`src/rtl/iob_pfsm_loader_pkg.sv`:
```
// Shared definitions for the PFSM program loader.
// Holds the loader state encoding, the default bytes-per-word constant and
// the IOb write-strobe constants (all-ones marks a write, zero a read).
package iob_pfsm_loader_pkg;

  // Loader sequence states
  typedef enum logic [2:0] {
    IDLE    = 3'd0,
    RST_SET = 3'd1,
    FETCH   = 3'd2,
    WRITE   = 3'd3,
    READ    = 3'd4,
    RB_WAIT = 3'd5,
    RST_CLR = 3'd6,
    DONE    = 3'd7
  } state_t;

  localparam int DEF_DATA_W = 32;

  // Bytes per IOb data word for a given data width
  function automatic int n_bytes(input int data_w);
    return data_w / 8;
  endfunction

  localparam int N_BYTES = n_bytes(DEF_DATA_W);

  localparam logic [N_BYTES-1:0] WSTRB_WR = '1;
  localparam logic [N_BYTES-1:0] WSTRB_RD = '0;

endpackage

```
`src/rtl/iob_reg_r.sv`:
```
// Generic IOb register with clock enable, asynchronous active-low reset and
// synchronous clear.
// Ports:
//   clk_i    - clock
//   cke_i    - clock enable; register holds when low
//   arst_n_i - asynchronous active-low reset to RST_VAL
//   rst_i    - synchronous clear to RST_VAL (honoured only when cke_i is high)
//   data_i   - next value
//   data_o   - registered value
module iob_reg_r #(
  parameter int                DATA_W  = 1,
  parameter logic [DATA_W-1:0] RST_VAL = '0
) (
  input  logic              clk_i,
  input  logic              cke_i,
  input  logic              arst_n_i,
  input  logic              rst_i,
  input  logic [DATA_W-1:0] data_i,
  output logic [DATA_W-1:0] data_o
);

  // Clock-enabled storage; the synchronous clear takes priority over new data
  always_ff @(posedge clk_i or negedge arst_n_i) begin
    if (!arst_n_i) begin
      data_o <= RST_VAL;
    end else if (cke_i) begin
      data_o <= rst_i ? RST_VAL : data_i;
    end
  end

endmodule

```
`src/rtl/iob_pfsm_loader.sv`:
```
// IOb-native initiator that programs a PFSM (or compatible responder) from a
// word stream: asserts SOFTRESET, writes len words from PROG_BASE_ADDR on,
// optionally reads each one back and compares, then releases SOFTRESET.
// Ports:
//   clk_i, cke_i, arst_n_i           - clock, clock enable, async active-low reset
//   start_i, len_i, verify_i         - sequence start and its latched arguments
//   s_valid_i, s_data_i, s_ready_o   - program word stream
//   busy_o, done_o, err_o            - status (done is a pulse, err is sticky)
//   iob_avalid_o .. iob_wstrb_o      - IOb request channel
//   iob_rvalid_i, iob_rdata_i        - IOb read response
//   iob_ready_i                      - IOb request accept
module iob_pfsm_loader
  import iob_pfsm_loader_pkg::*;
#(
  parameter int ADDR_W         = 12,
  parameter int DATA_W         = 32,
  parameter int LEN_W          = 16,
  parameter int SOFTRESET_ADDR = 0,
  parameter int PROG_BASE_ADDR = 16
) (
  input  logic                  clk_i,
  input  logic                  cke_i,
  input  logic                  arst_n_i,
  input  logic                  start_i,
  input  logic [LEN_W-1:0]      len_i,
  input  logic                  verify_i,
  input  logic                  s_valid_i,
  input  logic [DATA_W-1:0]     s_data_i,
  output logic                  s_ready_o,
  output logic                  busy_o,
  output logic                  done_o,
  output logic                  err_o,
  output logic                  iob_avalid_o,
  output logic [ADDR_W-1:0]     iob_addr_o,
  output logic [DATA_W-1:0]     iob_wdata_o,
  output logic [DATA_W/8-1:0]   iob_wstrb_o,
  input  logic                  iob_rvalid_i,
  input  logic [DATA_W-1:0]     iob_rdata_i,
  input  logic                  iob_ready_i
);

  localparam int NB    = n_bytes(DATA_W);
  localparam int SHIFT = $clog2(NB);

  localparam logic [NB-1:0] STRB_WR = {NB{WSTRB_WR[0]}};
  localparam logic [NB-1:0] STRB_RD = {NB{WSTRB_RD[0]}};

  state_t              state;
  state_t              state_nxt;
  logic [2:0]          state_q;
  logic [LEN_W-1:0]    k;
  logic [LEN_W-1:0]    k_nxt;
  logic [LEN_W-1:0]    k_inc;
  logic [LEN_W-1:0]    len;
  logic [LEN_W-1:0]    len_nxt;
  logic                verify;
  logic                verify_nxt;
  logic                err;
  logic                err_nxt;
  logic [DATA_W-1:0]   word;
  logic [DATA_W-1:0]   word_nxt;
  logic [ADDR_W-1:0]   prog_addr;

  iob_reg_r #(.DATA_W(3)) state_reg (
    .clk_i(clk_i), .cke_i(cke_i), .arst_n_i(arst_n_i), .rst_i(1'b0),
    .data_i(state_nxt), .data_o(state_q)
  );

  iob_reg_r #(.DATA_W(LEN_W)) k_reg (
    .clk_i(clk_i), .cke_i(cke_i), .arst_n_i(arst_n_i), .rst_i(1'b0),
    .data_i(k_nxt), .data_o(k)
  );

  iob_reg_r #(.DATA_W(LEN_W)) len_reg (
    .clk_i(clk_i), .cke_i(cke_i), .arst_n_i(arst_n_i), .rst_i(1'b0),
    .data_i(len_nxt), .data_o(len)
  );

  iob_reg_r #(.DATA_W(1)) verify_reg (
    .clk_i(clk_i), .cke_i(cke_i), .arst_n_i(arst_n_i), .rst_i(1'b0),
    .data_i(verify_nxt), .data_o(verify)
  );

  iob_reg_r #(.DATA_W(1)) err_reg (
    .clk_i(clk_i), .cke_i(cke_i), .arst_n_i(arst_n_i), .rst_i(1'b0),
    .data_i(err_nxt), .data_o(err)
  );

  iob_reg_r #(.DATA_W(DATA_W)) word_reg (
    .clk_i(clk_i), .cke_i(cke_i), .arst_n_i(arst_n_i), .rst_i(1'b0),
    .data_i(word_nxt), .data_o(word)
  );

  assign state = state_t'(state_q);
  assign k_inc = k + LEN_W'(1);

  // Word k lives at a byte offset of k*NB; the sum wraps at ADDR_W bits
  assign prog_addr = ADDR_W'(PROG_BASE_ADDR) + (ADDR_W'(k) << SHIFT);

  assign err_o = err;

  // Next-state and request generation. Every request is a pure function of
  // the registered state, counter and captured word, so it stays stable
  // while the responder stalls and while cke_i freezes the registers.
  always_comb begin
    state_nxt    = state;
    k_nxt        = k;
    len_nxt      = len;
    verify_nxt   = verify;
    err_nxt      = err;
    word_nxt     = word;
    s_ready_o    = 1'b0;
    busy_o       = 1'b1;
    done_o       = 1'b0;
    iob_avalid_o = 1'b0;
    iob_addr_o   = '0;
    iob_wdata_o  = '0;
    iob_wstrb_o  = STRB_RD;

    case (state)
      IDLE: begin
        busy_o = 1'b0;
        if (start_i) begin
          len_nxt    = len_i;
          verify_nxt = verify_i;
          err_nxt    = 1'b0;
          k_nxt      = '0;
          state_nxt  = RST_SET;
        end
      end
      RST_SET: begin
        iob_avalid_o = 1'b1;
        iob_addr_o   = ADDR_W'(SOFTRESET_ADDR);
        iob_wdata_o  = DATA_W'(1);
        iob_wstrb_o  = STRB_WR;
        if (iob_ready_i) begin
          state_nxt = (len != '0) ? FETCH : RST_CLR;
        end
      end
      FETCH: begin
        s_ready_o = 1'b1;
        if (s_valid_i) begin
          word_nxt  = s_data_i;
          state_nxt = WRITE;
        end
      end
      WRITE: begin
        iob_avalid_o = 1'b1;
        iob_addr_o   = prog_addr;
        iob_wdata_o  = word;
        iob_wstrb_o  = STRB_WR;
        if (iob_ready_i) begin
          if (verify) begin
            state_nxt = READ;
          end else begin
            k_nxt     = k_inc;
            state_nxt = (k_inc == len) ? RST_CLR : FETCH;
          end
        end
      end
      READ: begin
        iob_avalid_o = 1'b1;
        iob_addr_o   = prog_addr;
        iob_wstrb_o  = STRB_RD;
        if (iob_ready_i) begin
          state_nxt = RB_WAIT;
        end
      end
      RB_WAIT: begin
        if (iob_rvalid_i) begin
          if (iob_rdata_i != word) begin
            err_nxt = 1'b1;
          end
          k_nxt     = k_inc;
          state_nxt = (k_inc == len) ? RST_CLR : FETCH;
        end
      end
      RST_CLR: begin
        iob_avalid_o = 1'b1;
        iob_addr_o   = ADDR_W'(SOFTRESET_ADDR);
        iob_wdata_o  = '0;
        iob_wstrb_o  = STRB_WR;
        if (iob_ready_i) begin
          state_nxt = DONE;
        end
      end
      DONE: begin
        busy_o    = 1'b0;
        done_o    = 1'b1;
        state_nxt = IDLE;
      end
      default: begin
        state_nxt = IDLE;
      end
    endcase
  end

endmodule

```
`config.mk`:
```
export PLATFORM = sky130hd
export DESIGN_NAME = iob_pfsm_loader
export DESIGN_NICKNAME = d
export VERILOG_FILES = /design/src/rtl/iob_pfsm_loader_pkg.sv /design/src/rtl/iob_reg_r.sv /design/src/rtl/iob_pfsm_loader.sv
export SDC_FILE = /design/constraint.sdc
export NUM_CORES = 1
export LEC_CHECK = 0
export BUFFER_PORTS_ARGS = -buffer_cell sky130_fd_sc_hd__buf_2
export CAP_MARGIN = 20
export CORE_UTILIZATION = 30
export CTS_BUF_LIST = sky130_fd_sc_hd__clkbuf_8
export DETAILED_ROUTE_END_ITERATION = 12
export SYNTH_ARGS = -nofsm -noshare
export SYNTH_HDL_FRONTEND = slang
export SYNTH_SLANG_ARGS = --single-unit
```
`constraint.sdc`:
```
create_clock -name clk_i -period 4.07 [get_ports clk_i]
set_clock_uncertainty 0.2 [all_clocks]
set_input_delay 0.2035 -clock clk_i [delete_from_list [all_inputs] [get_ports clk_i]]
set_output_delay 0.2035 -clock clk_i [all_outputs]
set_load 0.005 [all_outputs]
```
==> impl_metrics.py, run 1 <==
metrics = {
    "min_path": {
        "min_path_type": "primary input to flop",
        "hold_depth": 3,
        "min_from": "iob_ready_i",
        "whs_endpoint": "state_reg.data_o[0]$_DFFE_PN0P_",
    },
    "critical_path": {
        "worstSetupPathType": "flop to primary output",
        "worstPathRequired_ps": 3670,
        "cpLargestDelayFamily": "simple AND/OR/NAND/NOR gates",
        "rr_endpoint": "k_reg.data_o[4]$_DFFE_PN0P_",
        "path_max_fanout": 32,
        "crit_path_top_delay_cell": "and3_1",
        "path_buf_inv": 1,
        "cpPeakStageDelay_ps": 840,
        "r2r_slack_ps": 1110,
        "cp_cell_sequence": "and3_1 -> nor2_1 -> nor2b_1 -> buf_2",
        "reg2reg_depth": 6,
        "reg2reg_from": "state_reg.data_o[0]$_DFFE_PN0P_",
        "worst_ep_arrival_time_ps": 2680,
        "start_kind": "flop",
        "worstSetupEndpointType": "primary output",
    },
    "grt": {
        "first_global_vias": 3764,
        "grt_usage": 0.165,
        "grt.overflow.total": 0,
        "grt_max_degree": 41,
        "antenna_found_initial": 0,
        "grt_pass1_wl_mm": 18.5,
    },
    "drt": {
        "drc": 0,
        "drtIter0Drc": 181,
        "wl_per_cell_um": 14.9,
        "drtAntennaViolNets": 0,
        "drt_wl_total_mm": 11.6,
        "num_vias": 3763,
        "dr.pass1.iters": 4,
        "avgViaCountPerCell": 4.81,
    },
    "clocking": {
        "clk_pin_slew_ps": 70,
        "post_cts_buffers": 0,
        "h-tree-depth": 3,
        "cts_tree": "yes",
        "clkLatencyLatePin_ps": 350,
        "cts_sinks": 69,
        "root_buffer": "clkbuf_8",
        "cts-buffers-inserted": 9,
        "cts_buffer_depth": 2,
    },
    "timing": {
        "rsz0062_at_grt": "no",
        "fmax_ghz": 0.324,
        "worst_pin_slew_ps": 901,
        "finalSetupViolCount": 0,
        "finalHoldViolations": 0,
        "fin_crit_ps": 3090,
        "fin_crit_sh": 0.758,
        "setup-tns-final_ps": 0,
        "maxSlewViolCount": 0,
        "slew_headroom": 0.399,
    },
    "logic_synthesis": {
        "syn_area_um2": 4280,
        "yosys_warnings": 0,
        "syn_avg_cell_area_um2": 10.0,
        "ys_ff_latch": 69,
        "yosys.area.top_type": "dfrtp_1",
        "yosys.area.top_type_share": 0.404,
        "synth_edf_count": 0,
        "yosys.cell_types.count": 46,
        "syn-instance-count": 427,
        "synth_area_leaders": "dfrtp_1 40%, mux2_2 13%, xnor2_1 10%",
        "seq_area_frac_synth": 0.404,
        "synth_ff_type": "dfrtp_1",
        "synthArstFlopShare": 1.00,
    },
    "pwr": {
        "finalPower_mw": 3.18,
        "power.density_nw_per_um2": 554,
        "peakVddDrop_mv": 0.271,
        "leakagePower_nw": 2.54,
    },
    "final_layout": {
        "antenna-diode-count": 0,
        "fillers": 1392,
        "ff_latch_area_um2": 1730,
        "nets": 690,
        "final_util": 0.413,
        "final_area_um2": 5740,
        "multi_input_area_um2": 2350,
        "final_cells": 783,
        "layout-drive-gt1-share": 0.350,
        "area_growth_pct": 34.2,
    },
    "status": {
        "outcome": "completed",
    },
    "place": {
        "numPlacedInstances": 717,
        "hpwl_mm": 8.41,
        "gp_congestion": 0.829,
        "io_buffers": 138,
        "place_area_um2": 5050,
    },
    "flow_run": {
        "drv_cap": 0,
    },
    "floorplanning": {
        "die_area_um2": 14700,
        "pin_count": 141,
        "coreArea_um2": 13900,
        "initial_core_util": 0.308,
        "fp.dieW_um": 121,
        "die_h_um": 121,
        "row_count": 43,
    },
}
## layer usage
| metal | wire [µm] | track usage | share of wire |
|---|---|---|---|
| met3 | 605 | 0.0367 | 0.052 |
| met1 | 5120 | 0.198 | 0.44 |
| met2 | 5550 | 0.273 | 0.48 |
| met5 | 0 | 0 | 0 |
| met4 | 360 | 0.0872 | 0.031 |
## worst register-to-register path, cell delays in order, from the launching register on
cell and delay, ps:
dfrtp_1 660, nor3_1 150, nor4b_1 360, nand2b_1 560, and2_1 570, o21ai_0 240, o31ai_1 90
## placed cells by master, fill, tap and decap left out, types with 2 or more instances in the layout
master         instances
ha_1                   3
o41ai_1                3
nor3_1                 5
a31oi_1                2
nor4_1                 7
buf_4                  3
and3_1                 4
nor4_2                 2
mux2_2                49
buf_2                138
o31ai_1               11
conb_1                 2
xor2_1                12
o21ai_0               25
nor2_1                24
a21oi_1                7
inv_1                  9
nand2b_1               8
nand4_1               14
clkbuf_8               9
o21ai_1                5
nand2_1               18
nand3_1                9
nor2b_1                8
and2_1                32
nand3b_1               3
dlygate4sd3_1         51
xnor2_1               50
clkinvlp_4             2
dfrtp_1               69
## layout make-up
| type | count | area share |
|---|---|---|
| multi-input combinational | 320 | 0.410 |
| sequential | 69 | 0.301 |
| timing repair buffer | 192 | 0.213 |
| tap | 180 | 0.0392 |
| clock buffer | 9 | 0.0216 |
| clock inverter | 6 | 0.0100 |
| inverter | 7 | 0.00458 |
## synthesized netlist by cell type (10+ instances only)
| cell type | number |
|---|---|
| o21ai_0 | 25 |
| mux2_2 | 49 |
| nor2_1 | 24 |
| buf_2 | 12 |
| clkbuf_1 | 10 |
| nand2_1 | 18 |
| o31ai_1 | 11 |
| xor2_1 | 12 |
| and2_1 | 32 |
| nand4_1 | 14 |
| xnor2_1 | 50 |
| dfrtp_1 | 69 |
## cell families after synthesis
logic type	Yosys count	share of synthesized area
xor+xnor	62	0.127
other cells	1	0.000877
simple gates	141	0.188
compound gates	61	0.0887
buf+inv	39	0.0477
flops	69	0.404
mux	51	0.135
fa+ha+maj	3	0.00878
## where the power goes
| part | total, mW | leakage [nW] | internal (mW) | switching, mW |
|---|---|---|---|---|
| Sequential | 1.29 | 0.853 | 0.960 | 0.328 |
| Clock | 0.543 | 0.0937 | 0.274 | 0.269 |
| Combinational | 1.35 | 1.59 | 0.763 | 0.584 |
| Total | 3.18 | 2.54 | 2.00 | 1.18 |
## sequential cells by signal, summed over array words and instances (netlist names)
register / flops
word_reg.data_o: 32
k_reg.data_o: 16
len_reg.data_o: 16
state_reg.data_o: 3
err_reg.data_o: 1
verify_reg.data_o: 1
## per-stage QoR
step                      setup slack (ps)  hold slack (ps)
after global placement                1240             73.9
after detailed placement              1100             90.2
after CTS                              803             20.6
final                                  984             47.0
after global routing                   743             58.5
after floorplan                       1970             -292
## worst max path at each step
| stage | startpoint | endpoint | slack, ps | depth (start not counted) |
|---|---|---|---|---|
| 2_1_floorplan | k_reg.data_o[2]$_DFFE_PN0P_ | state_reg.data_o[2]$_DFFE_PN0P_ | 1970 | 7 |
| 3_3_place_gp | state_reg.data_o[0]$_DFFE_PN0P_ | k_reg.data_o[11]$_DFFE_PN0P_ | 1240 | 6 |
| 3_5_place_dp | state_reg.data_o[0]$_DFFE_PN0P_ | k_reg.data_o[13]$_DFFE_PN0P_ | 1100 | 6 |
| 4_1_cts | state_reg.data_o[0]$_DFFE_PN0P_ | iob_addr_o[2] | 800 | 4 |
| 5_1_grt | state_reg.data_o[0]$_DFFE_PN0P_ | iob_addr_o[2] | 740 | 4 |
| 6_report | state_reg.data_o[0]$_DFFE_PN0P_ | iob_addr_o[2] | 980 | 4 |
## repair_timing
| action | in CTS | in global routing |
|---|---|---|
| endpoints found under the hold margin | 79 | 0 |
| resized for setup | 0 | 0 |
| hold buffers | 51 | 0 |
Power figures use the tool's default switching activity.
==> run 2, diff against run 1 <==
Clock period 4.07 ns to 2.7 ns, I/O delays scaled along.
==> impl_metrics.py, run 2 (synthesis results as in run 1) <==
metrics = {
    "timing": {
        "finalWorstSetupSlack_ps": 257,
        "rsz0062_at_grt": "no",
        "fmax_ghz": 0.409,
        "finalHoldViolations": 0,
        "whs_ps": 49.9,
        "slew_headroom": 0.488,
        "fin_crit_sh": 0.905,
        "fin_crit_ps": 2440,
        "finalSetupViolCount": 0,
        "setup-tns-final_ps": 0,
        "maxSlewViolCount": 0,
        "worst_pin_slew_ps": 768,
    },
    "final_layout": {
        "final_common_cell": "buf_2",
        "final_area_um2": 5860,
        "area_growth_pct": 37.2,
        "final_util": 0.422,
        "layout-drive-gt1-share": 0.364,
        "regMostFlops": "word_reg.data_o",
        "nets": 698,
        "largest_registers": "word_reg.data_o x32, k_reg.data_o x16, len_reg.data_o x16",
        "largest_register_ffs": 32,
        "final_cell_mix": "138 x buf_2, 68 x dfrtp_1, 53 x dlygate4sd3_1",
        "antenna-diode-count": 0,
        "final_cells": 792,
    },
    "grt": {
        "grt_pass1_wl_mm": 18.0,
        "grt.overflow.total": 0,
        "antenna_found_initial": 0,
        "grt_max_degree": 38,
        "first_global_vias": 3653,
        "grt_usage": 0.160,
    },
    "clocking": {
        "cts_sinks": 69,
        "root_buffer": "clkbuf_8",
        "cts_buffer_depth": 2,
        "clkLatencyLatePin_ps": 350,
        "post_cts_buffers": 0,
        "clk_pin_slew_ps": 80,
        "cts-buffers-inserted": 9,
        "cts_tree": "yes",
        "h-tree-depth": 3,
    },
    "drt": {
        "drc": 0,
        "wl_per_cell_um": 14.5,
        "avgViaCountPerCell": 4.76,
        "drtIter0Drc": 209,
        "drtAntennaViolNets": 0,
        "drt_wl_total_mm": 11.5,
        "dr.pass1.iters": 4,
        "num_vias": 3768,
    },
    "critical_path": {
        "cp_common_cell": "dlygate4sd3_1",
        "crit_path_top_delay_cell": "dlygate4sd3_1",
        "start_kind": "flop",
        "worstSetupPathType": "flop to flop",
        "worstSetupEndpointType": "flop",
        "cp_cell_sequence": "inv_1 -> nand2_1 -> o22ai_1 -> dlygate4sd3_1 -> o31ai_1 -> dlygate4sd3_1",
        "worst_ep_arrival_time_ps": 2530,
        "path_max_fanout": 10,
        "cpLargestDelayFamily": "buffers and inverters",
        "worstPathRequired_ps": 2790,
        "cpPeakStageDelay_ps": 590,
        "path_buf_inv": 3,
    },
    "floorplanning": {
        "pin_count": 141,
        "die_h_um": 121,
        "die_area_um2": 14700,
        "fp.dieW_um": 121,
        "initial_core_util": 0.308,
        "row_count": 43,
        "coreArea_um2": 13900,
    },
    "status": {
        "outcome": "completed",
    },
    "place": {
        "numPlacedInstances": 723,
        "post-place-ws_ps": 279,
        "place_area_um2": 5120,
        "io_buffers": 138,
        "hpwl_mm": 8.31,
        "gp_congestion": 0.836,
    },
    "flow_run": {
        "drv_cap": 0,
    },
    "pwr": {
        "finalPower_mw": 4.95,
        "leakagePower_nw": 2.59,
        "peakVddDrop_mv": 0.455,
        "power.density_nw_per_um2": 845,
    },
    "min_path": {
        "min_path_type": "primary input to flop",
    },
}
## run 2: cell count changes in the layout (fill, tap and decap cells not counted), sizes merged
cell	before	now
clkbuf	9	11
buf	141	147
inv	9	7
dlygate4sd3	51	53
clkinv	1	2
## run 2: area by class of cell
type	count	area, µm²
clock buffers	11	151
clock inverters	5	58.8
fillers	1350	8020
inverters	7	26.3
multi-input cells	320	2360
flip-flops and latches	69	1730
well taps	180	225
repair buffers	200	1310
## run 2: tightest hold or removal path, stage by stage
cell     delay, ps
buf_2          130
nor4b_1        160
o21ai_0        140
## run 2: worst paths after layout
path                                            startpoint                              end  slack [ps]  cells after the start
max                        state_reg.data_o[2]$_DFFE_PN0P_  state_reg.data_o[0]$_DFFE_PN0P_         260                      6
min                                                  cke_i       err_reg.data_o$_DFFE_PN0P_          50                      3
max reg2reg                state_reg.data_o[2]$_DFFE_PN0P_  state_reg.data_o[0]$_DFFE_PN0P_         260                      6
min reg2reg                   k_reg.data_o[15]$_DFFE_PN0P_     k_reg.data_o[15]$_DFFE_PN0P_         310                      1
max in group asynchronous                         arst_n_i    len_reg.data_o[6]$_DFFE_PN0P_        1440                      3
min in group asynchronous                         arst_n_i  word_reg.data_o[18]$_DFFE_PN0P_         200                      2
## run 2: timing repair
action                                  CTS  global route
endpoints found under the setup margin    0             1
endpoints found under the hold margin    82             0
hold buffers                             53             0
resized for setup                         0             4
## run 2: layer usage
metal,vias up,GRT usage,wire length [µm]
met2,116,0.263,5460
met4,0,0.0725,260
met5,-,0,0
li1,1848,-,-
met3,20,0.0343,535
met1,1784,0.199,5200
## run 2: power by group
part           leakage (nW)  switching [mW]  internal [mW]
Combinational          1.63           0.938           1.22
Sequential            0.852           0.453           1.45
Clock                 0.102           0.413          0.477
Total                  2.59            1.80           3.15
==> run 3, diff against run 2 <==
Settings changed: CORE_MARGIN set to 3.
==> impl_metrics.py, run 3 (synthesis results as in run 1) <==
metrics = {
    "status": {
        "outcome": "completed",
    },
    "timing": {
        "rsz0062_at_grt": "no",
        "finalHoldViolations": 0,
        "fmax_ghz": 0.408,
        "finalSetupViolCount": 0,
        "fin_crit_ps": 2450,
        "slew_headroom": 0.531,
        "fin_crit_sh": 0.909,
        "maxSlewViolCount": 0,
        "whs_ps": 82.4,
        "setup-tns-final_ps": 0,
        "worst_pin_slew_ps": 704,
    },
    "clocking": {
        "root_buffer": "clkbuf_8",
        "h-tree-depth": 3,
        "post_cts_buffers": 0,
        "cts_buffer_depth": 2,
        "cts-buffers-inserted": 9,
        "cts_sinks": 69,
        "clkLatencyLatePin_ps": 340,
        "clk_pin_slew_ps": 70,
        "cts_tree": "yes",
    },
    "critical_path": {
        "path_max_fanout": 16,
        "r2r_slack_ps": 250,
        "reg2reg_from": "state_reg.data_o[2]$_DFFE_PN0P_",
        "crit_path_top_delay_cell": "dlygate4sd3_1",
        "worstSetupEndpointType": "flop",
        "worstPathRequired_ps": 2780,
        "start_kind": "flop",
        "rr_endpoint": "state_reg.data_o[0]$_DFFE_PN0P_",
        "reg2reg_depth": 6,
        "worstSetupPathType": "flop to flop",
        "cp_common_cell": "dlygate4sd3_1",
        "cpPeakStageDelay_ps": 590,
        "worst_ep_arrival_time_ps": 2530,
        "cp_cell_sequence": "inv_1 -> nand2_1 -> o22ai_1 -> dlygate4sd3_1 -> o31ai_1 -> dlygate4sd3_1",
    },
    "final_layout": {
        "antenna-diode-count": 0,
        "final_common_cell": "buf_2",
        "largest_registers": "word_reg.data_o x32, k_reg.data_o x16, len_reg.data_o x16",
        "largest_register_ffs": 32,
        "final_cell_mix": "138 x buf_2, 67 x dfrtp_1, 53 x dlygate4sd3_1",
        "regMostFlops": "word_reg.data_o",
        "final_area_um2": 5890,
        "layout-drive-gt1-share": 0.369,
        "nets": 702,
        "area_growth_pct": 37.7,
    },
    "grt": {
        "grt.overflow.total": 0,
        "grt_max_degree": 32,
        "grt_pass1_wl_mm": 20.3,
        "grt_usage": 0.158,
        "antenna_found_initial": 0,
        "first_global_vias": 3932,
    },
    "pwr": {
        "swShare": 0.366,
        "p_comb_frac": 0.439,
        "finalPower_mw": 4.98,
        "seqPwrFrac": 0.386,
        "power.density_nw_per_um2": 846,
        "leakagePower_nw": 2.61,
        "p_clk_frac": 0.175,
        "p_switching_mw": 1.82,
        "intPower_mw": 3.16,
        "peakVddDrop_mv": 0.467,
    },
    "min_path": {
        "min_from": "cke_i",
        "whs_endpoint": "err_reg.data_o$_DFFE_PN0P_",
        "hold_depth": 3,
        "min_path_type": "primary input to flop",
    },
    "floorplanning": {
        "die_area_um2": 15700,
        "die_h_um": 125,
        "row_count": 42,
        "coreArea_um2": 13600,
        "initial_core_util": 0.314,
        "fp.dieW_um": 125,
        "pin_count": 141,
    },
    "place": {
        "hpwl_mm": 9.25,
        "io_buffers": 138,
        "gp_congestion": 0.898,
        "place_area_um2": 5140,
    },
    "drt": {
        "wl_per_cell_um": 15.5,
        "drc": 0,
        "dr.pass1.iters": 4,
        "num_vias": 3789,
        "drtAntennaViolNets": 0,
        "avgViaCountPerCell": 4.78,
        "drtIter0Drc": 153,
        "drt_wl_total_mm": 12.3,
    },
    "flow_run": {
        "drv_cap": 0,
    },
}
-- run 3: how the worst max path moves through the flow --
stage / from / endpoint / slack, ps / cells past startpoint
floorplan: k_reg.data_o[2]$_DFFE_PN0P_ / state_reg.data_o[2]$_DFFE_PN0P_ / 600 / 7
global placement: k_reg.data_o[2]$_DFFE_PN0P_ / state_reg.data_o[2]$_DFFE_PN0P_ / 360 / 7
detailed placement: k_reg.data_o[2]$_DFFE_PN0P_ / state_reg.data_o[2]$_DFFE_PN0P_ / 240 / 7
CTS: state_reg.data_o[2]$_DFFE_PN0P_ / state_reg.data_o[0]$_DFFE_PN0P_ / 180 / 6
global route: k_reg.data_o[1]$_DFFE_PN0P_ / state_reg.data_o[2]$_DFFE_PN0P_ / 50 / 7
finish: state_reg.data_o[2]$_DFFE_PN0P_ / state_reg.data_o[0]$_DFFE_PN0P_ / 250 / 6
-- run 3: power groups by stage --
stage	clock (mW)	sequential, mW	combinational, mW
3_3_place_gp	0	1.91	2.08
2_1_floorplan	0	1.75	1.54
3_5_place_dp	0	1.94	2.11
4_1_cts	0.906	1.92	2.20
5_1_grt	0.952	1.99	2.42
6_report	0.874	1.92	2.19
-- run 3: final cells by class --
cell class	count	area [µm²]
Timing Repair Buffer	204	1340
Clock buffer	11	151
Tap cell	176	220
Fill cell	1330	7720
Inverter	7	26.3
Sequential cell	69	1730
Multi-Input combinational cell	320	2360
Clock inverter	5	58.8
-- run 3: through the flow --
| stage | worst slack (ps) | instances | utilization |
|---|---|---|---|
| 2_1_floorplan | 600 | 428 | - |
| 3_3_place_gp | 363 | 723 | 0.378 |
| 3_5_place_dp | 239 | 723 | 0.378 |
| 4_1_cts | 177 | 792 | 0.432 |
| 5_1_grt | 48.4 | 792 | 0.433 |
| 6_report | 247 | 792 | 0.433 |
-- run 3: timing repair --
action                                  CTS  global route
endpoints found under the setup margin    0             2
gates resized for setup                   0             4
hold endpoints to repair                 76             0
hold buffers                             53             0
-- run 3: metal layers --
metal,track usage,part of all wire,vias up
li1,-,-,1855
met1,0.211,0.46,1814
met2,0.253,0.48,97
met3,0.0299,0.043,23
met4,0.0606,0.024,0
met5,0,0,-
-- run 3: critical path, delay by kind of cell, from the launching register on --
kind / cells / cell delay, ps
buffers and inverters: 3 / 1260
DFF: 1 / 530
AOI/OAI and AO/OA: 2 / 280
and+or+nand+nor: 1 / 120
